### src/rtl/bitwise_logic_pipe.sv
// bitwise_logic_pipe
// One-stage registered bitwise ALU with a valid/ready handshake on each side
// and a saturating counter of accepted beats whose operands were equal.
//
// Ports:
//   CLK        - clock; all state changes on its rising edge
//   RSTn       - asynchronous active-low reset
//   IN_VALID   - operand beat valid
//   IN_READY   - block can take a beat: (not OUT_VALID) or OUT_READY
//   IN0, IN1   - operands A and B (WIDTH bits)
//   MODE       - operation select, sampled with the operands
//   OUT_VALID  - result register holds a beat
//   OUT_READY  - downstream takes the result
//   OUT0       - registered result (WIDTH bits)
//   EQ         - registered flag: the beat's IN0 equalled its IN1
//   CLR_CNT    - synchronous clear of MATCH_CNT, wins over increment
//   MATCH_CNT  - saturating count of accepted beats with IN0 == IN1
module bitwise_logic_pipe #(
    parameter int WIDTH     = 1,
    parameter int CNT_WIDTH = 8
) (
    input  logic                 CLK,
    input  logic                 RSTn,
    input  logic                 IN_VALID,
    output logic                 IN_READY,
    input  logic [WIDTH-1:0]     IN0,
    input  logic [WIDTH-1:0]     IN1,
    input  logic [2:0]           MODE,
    output logic                 OUT_VALID,
    input  logic                 OUT_READY,
    output logic [WIDTH-1:0]     OUT0,
    output logic                 EQ,
    input  logic                 CLR_CNT,
    output logic [CNT_WIDTH-1:0] MATCH_CNT
);

    logic             accept;
    logic             operands_equal;
    logic [WIDTH-1:0] result;

    // The output register is free when empty or being drained this cycle,
    // so a drain and a new acceptance can share one edge without a bubble.
    assign IN_READY       = !OUT_VALID || OUT_READY;
    assign accept         = IN_VALID && IN_READY;
    assign operands_equal = (IN0 == IN1);

    always_comb begin
        result = '0;
        unique case (MODE)
            3'd0:    result = ~(IN0 ^ IN1);
            3'd1:    result = IN0 ^ IN1;
            3'd2:    result = IN0 & IN1;
            3'd3:    result = IN0 | IN1;
            3'd4:    result = ~(IN0 & IN1);
            3'd5:    result = ~(IN0 | IN1);
            3'd6:    result = IN0;
            3'd7:    result = ~IN0;
            default: result = '0;
        endcase
    end

    // Result and flag load only on acceptance; operands of unaccepted
    // cycles never reach state.
    always_ff @(posedge CLK or negedge RSTn) begin
        if (!RSTn) begin
            OUT_VALID <= 1'b0;
            OUT0      <= '0;
            EQ        <= 1'b0;
        end else begin
            if (accept) begin
                OUT_VALID <= 1'b1;
                OUT0      <= result;
                EQ        <= operands_equal;
            end else if (OUT_READY) begin
                OUT_VALID <= 1'b0;
            end
        end
    end

    // Clear beats increment; increment stops at all-ones.
    always_ff @(posedge CLK or negedge RSTn) begin
        if (!RSTn) begin
            MATCH_CNT <= '0;
        end else if (CLR_CNT) begin
            MATCH_CNT <= '0;
        end else if (accept && operands_equal && (MATCH_CNT != '1)) begin
            MATCH_CNT <= MATCH_CNT + 1'b1;
        end
    end

endmodule

### config.mk
export PLATFORM = sky130hd
export DESIGN_NAME = bitwise_logic_pipe
export DESIGN_NICKNAME = d
export VERILOG_FILES = /design/src/rtl/bitwise_logic_pipe.sv
export SDC_FILE = /design/constraint.sdc
export NUM_CORES = 1
export LEC_CHECK = 0
export BUFFER_PORTS_ARGS = -buffer_cell sky130_fd_sc_hd__buf_2
export CAP_MARGIN = 10
export CORE_MARGIN = 2
export CORE_UTILIZATION = 51
export CTS_BUF_LIST = sky130_fd_sc_hd__clkbuf_4 sky130_fd_sc_hd__clkbuf_8
export DETAILED_ROUTE_END_ITERATION = 16
export PLACE_DENSITY_LB_ADDON = 0.3
export SLEW_MARGIN = 20
export SYNTH_ARGS = -nofsm -noshare
export SYNTH_HDL_FRONTEND = slang
export SYNTH_SLANG_ARGS = --single-unit
### constraint.sdc
create_clock -name CLK -period 1.9 [get_ports CLK]
set_input_delay 0.19 -clock CLK [delete_from_list [all_inputs] [get_ports CLK]]
set_output_delay 0.19 -clock CLK [all_outputs]
set_load 0.005 [all_outputs]
==> implementation parameters <==
Parameter                              Value

Synth
  Most numerous cell types in the synthesized netlist    11 x sky130_fd_sc_hd__dfrtp_1, 5 x sky130_fd_sc_hd__a21oi_1, 5 x sky130_fd_sc_hd__inv_1, 5 x sky130_fd_sc_hd__nand2_1, 4 x sky130_fd_sc_hd__nor2_1
  Prevailing post-synth register cell    sky130_fd_sc_hd__dfrtp_1
  Post-Syn Nets    a little over 80
  Area share of the largest cell type after synthesis    0.410
  Area leader, netlist    sky130_fd_sc_hd__dfrtp_1
  Post-Synthesis Cells    69
  Synthesized flop and latch total    11
  Main combinational cell family by area after synthesis    simple AND/OR/NAND/NOR gates
  Netlist area before placement    671 um2
  EDFF count, synth    0
  Share of flip-flops with an asynchronous set or reset after synthesis    1.00
  Most instantiated library cell after synthesis    sky130_fd_sc_hd__dfrtp_1
  Synth Area in Compound Gates    0.144
  Sequential-to-total area share from yosys stat    0.410
  Xor/xnor cell area share of the yosys netlist    0
  Portion of netlist area occupied by mux cells    0.0970
  Adder-cell area share of the yosys netlist    0.0560
  Number of warnings printed during yosys synthesis    0
  Top post-synthesis cells by area    sky130_fd_sc_hd__dfrtp_1 41%, sky130_fd_sc_hd__ha_1 5.6%, sky130_fd_sc_hd__a21oi_1 3.7%, sky130_fd_sc_hd__mux2_2 3.4%, sky130_fd_sc_hd__mux4_2 3.4%
  Area fraction in and, or, nand and nor cells after synthesis    0.259
  Avg Synthesized Cell Area    9.72 um2
  Post-synth cell types    31

Worst setup path
  Setup crit end kind    register
  Crit path max-delay family    simple AND/OR/NAND/NOR gates
  Endpoint required time on the critical path    between 2 and 2.5 ns
  Endpoint arrival time on the critical path    between 1.5 and 2 ns
  Crit path launch type    register
  Number of gates on the worst path with buffers counted    4
  Worst setup path category    register to register
  Logic depth of the worst register-to-register path    4
  Cell seen most often among critical-path stages    sky130_fd_sc_hd__and3_1
  Standard cell with the maximum stage delay on the critical path    sky130_fd_sc_hd__dfrtp_1
  Largest driver fanout on the critical path    5
  Critical path cell sequence    and3_1, and3_1, a311oi_1, mux2_2
  Peak per-stage delay on the critical path    0.42 ns
  Buffers and inverters on the worst path    0

Pwr
  Gate power share    0.171
  Sequential share of power    0.495
  Worst VDD drop    0.000386 V
  Switching portion of total power    0.239
  Power Internal    around 0.0004 W
  Lkg Pwr    around 0.44 nW
  Power Total    0.000513 W
  Part of the power in the clock network    0.335
  P_sw    0.000123 W
  Power density over the cells    586 nW/um2

STA
  Setup repair after global routing missed its margin    no
  Post-route minimum period    1.76 ns
  Setup-failing EPs final    0
  Slew at the pin closest to its max-slew limit    0.383 ns
  Worst rel slew slack    0.743
  Number of pins exceeding their max-slew limit in the final report    0
  Max Clock Skew    0.00451 ns
  Maximum clock rate    about 570 MHz
  Final Hold Fails    0
  Post-route clock period utilization    0.929

Layout
  Final Net Count    114
  Antenna Cells    0
  Area growth from synthesis to layout    30.6%
  Storage element area    275 um2
  Area occupied by multi-input gates    373 um2
  Number of fillers in the final layout    99
  Area of all placed cells without fillers    876 um2
  Fraction of final layout cells sized beyond drive strength 1    0.360

Route
  Vias per cell    5.53
  Remaining number of nets flagged by the antenna check after routing    0
  Total wire length    1330 um
  Detailed router's first-iteration violation count    10
  Total iterations of the first detailed-routing run    4
  Residual DRC count    0
  Routed vias    around 640
  Routed length per instance    ~12 um

CTS
  Number of hold buffers added after CTS    1
  Count of instances resized after the clock tree is built    0
  Insertion delay to the later sink of the worst-skew pair    0.27 ns
  Largest buffer count on any clock path    2
  Number of buffers inserted by post-CTS setup repair    0
  Worst-path clk slew    0.07 ns
  CTS sink cnt    11
  TritonCTS Buffers    3
  TritonCTS clock tree    yes
  CTS root buf    sky130_fd_sc_hd__clkbuf_4
  Number of H-tree levels    1

GRT
  Vias in the first global route    524
  Total global routing track utilization    0.203
  Wire length of the first global-routing pass    between 2000 and 2500 um
  Maximum number of pins on one net before global-route repair    12
  Initial antenna violation count    0
  Sum of overflow across all layers after global routing    0

Min path
  Worst min-delay path class    input pin to register
  Number of instances on the worst hold path    2

Floorplan
  Initial core utilization    0.529
  Die outline width    40.3 um
  Placeable core area    1270 um2
  Boundary pin count    22
  Number of rows created at floorplan    13
  Die Ht    around 40 um
  Die outline area    around 1600 um2

Place
  Final estimated routing congestion in global placement    0.895
  Count of buffers inserted at the top-level ports    21
  Placed wire-length estimate after detailed placement    1070 um
  Placed inst area    836 um2

Outcome
  Result of the run    finished clean

Job
  Number of maximum-capacitance violations    0
cells by family after synthesis:
group | after synthesis
compound gates | 15
simple gates | 29
buf+inv | 6
flops | 11
mux | 5
fa+ha+maj | 3
metrics by stage:
| step | TNS, ns | cells | util | worst slack, ns | hold WS (ns) |
|---|---|---|---|---|---|
| 2_1_floorplan | 0 | 69 | - | 0.141 | -0.106 |
| 3_3_place_gp | 0 | 110 | 0.659 | 0.0498 | 0.0712 |
| 3_5_place_dp | -0.00698 | 110 | 0.659 | -0.00698 | 0.0694 |
| 4_1_cts | 0 | 115 | 0.690 | 0.122 | 0.177 |
| 5_1_grt | 0 | 115 | 0.690 | 0.0593 | 0.206 |
| 6_report | 0 | 115 | 0.690 | 0.135 | 0.184 |
registers in the layout, summed over array words and instances, names as in the netlist:
name	flops
MATCH_CNT	8
EQ	1
OUT0	1
OUT_VALID	1
cell usage in the layout (no fill, tap or decap), types with 2 or more instances in the layout:
| master | count |
|---|---|
| sky130_fd_sc_hd__dfrtp_1 | 11 |
| sky130_fd_sc_hd__mux2i_1 | 2 |
| sky130_fd_sc_hd__mux2_2 | 2 |
| sky130_fd_sc_hd__buf_4 | 6 |
| sky130_fd_sc_hd__a21o_1 | 2 |
| sky130_fd_sc_hd__clkbuf_4 | 4 |
| sky130_fd_sc_hd__nand2_1 | 5 |
| sky130_fd_sc_hd__nand2b_1 | 3 |
| sky130_fd_sc_hd__a21oi_1 | 5 |
| sky130_fd_sc_hd__buf_2 | 21 |
| sky130_fd_sc_hd__inv_1 | 5 |
| sky130_fd_sc_hd__nor2b_1 | 2 |
| sky130_fd_sc_hd__and3_1 | 2 |
| sky130_fd_sc_hd__o21ai_0 | 3 |
| sky130_fd_sc_hd__nor2_1 | 4 |
| sky130_fd_sc_hd__ha_1 | 3 |
| sky130_fd_sc_hd__nor3_1 | 2 |
| sky130_fd_sc_hd__or3_1 | 2 |
power by group through the flow:
stage                     combinational (W)  clock [W]  sequential, W
after floorplan                   0.0000442          0       0.000260
after detailed placement          0.0000874          0       0.000258
final                             0.0000875   0.000172       0.000254
after global routing              0.0000994   0.000186       0.000255
after CTS                         0.0000893   0.000178       0.000254
after global placement            0.0000844          0       0.000258
per-layer routing:
metal / vias to the layer above / GRT usage / part of all wire
met5: - / 0 / 0
li1: 319 / - / -
met1: 287 / 0.242 / 0.45
met4: 0 / 0.0583 / 0.0097
met3: 3 / 0.0833 / 0.079
met2: 27 / 0.335 / 0.46
worst paths after layout:
check,to,slack (ns),start
setup / recovery,MATCH_CNT[0],0.14,MATCH_CNT[6]
hold / removal,OUT_VALID,0.18,IN_VALID
setup reg to reg,MATCH_CNT[0],0.14,MATCH_CNT[6]
hold reg to reg,EQ,0.48,EQ
max in group asynchronous,MATCH_CNT[3],1.39,RSTn
min in group asynchronous,MATCH_CNT[4],0.31,RSTn
layout make-up:
| cell class | instances | area share |
|---|---|---|
| multi-input cells | 52 | 0.426 |
| flip-flops and latches | 11 | 0.314 |
| repair buffers | 28 | 0.183 |
| clock buffers | 4 | 0.0343 |
| inverters | 5 | 0.0214 |
| well taps | 15 | 0.0214 |
Power figures use the tool's default switching activity.
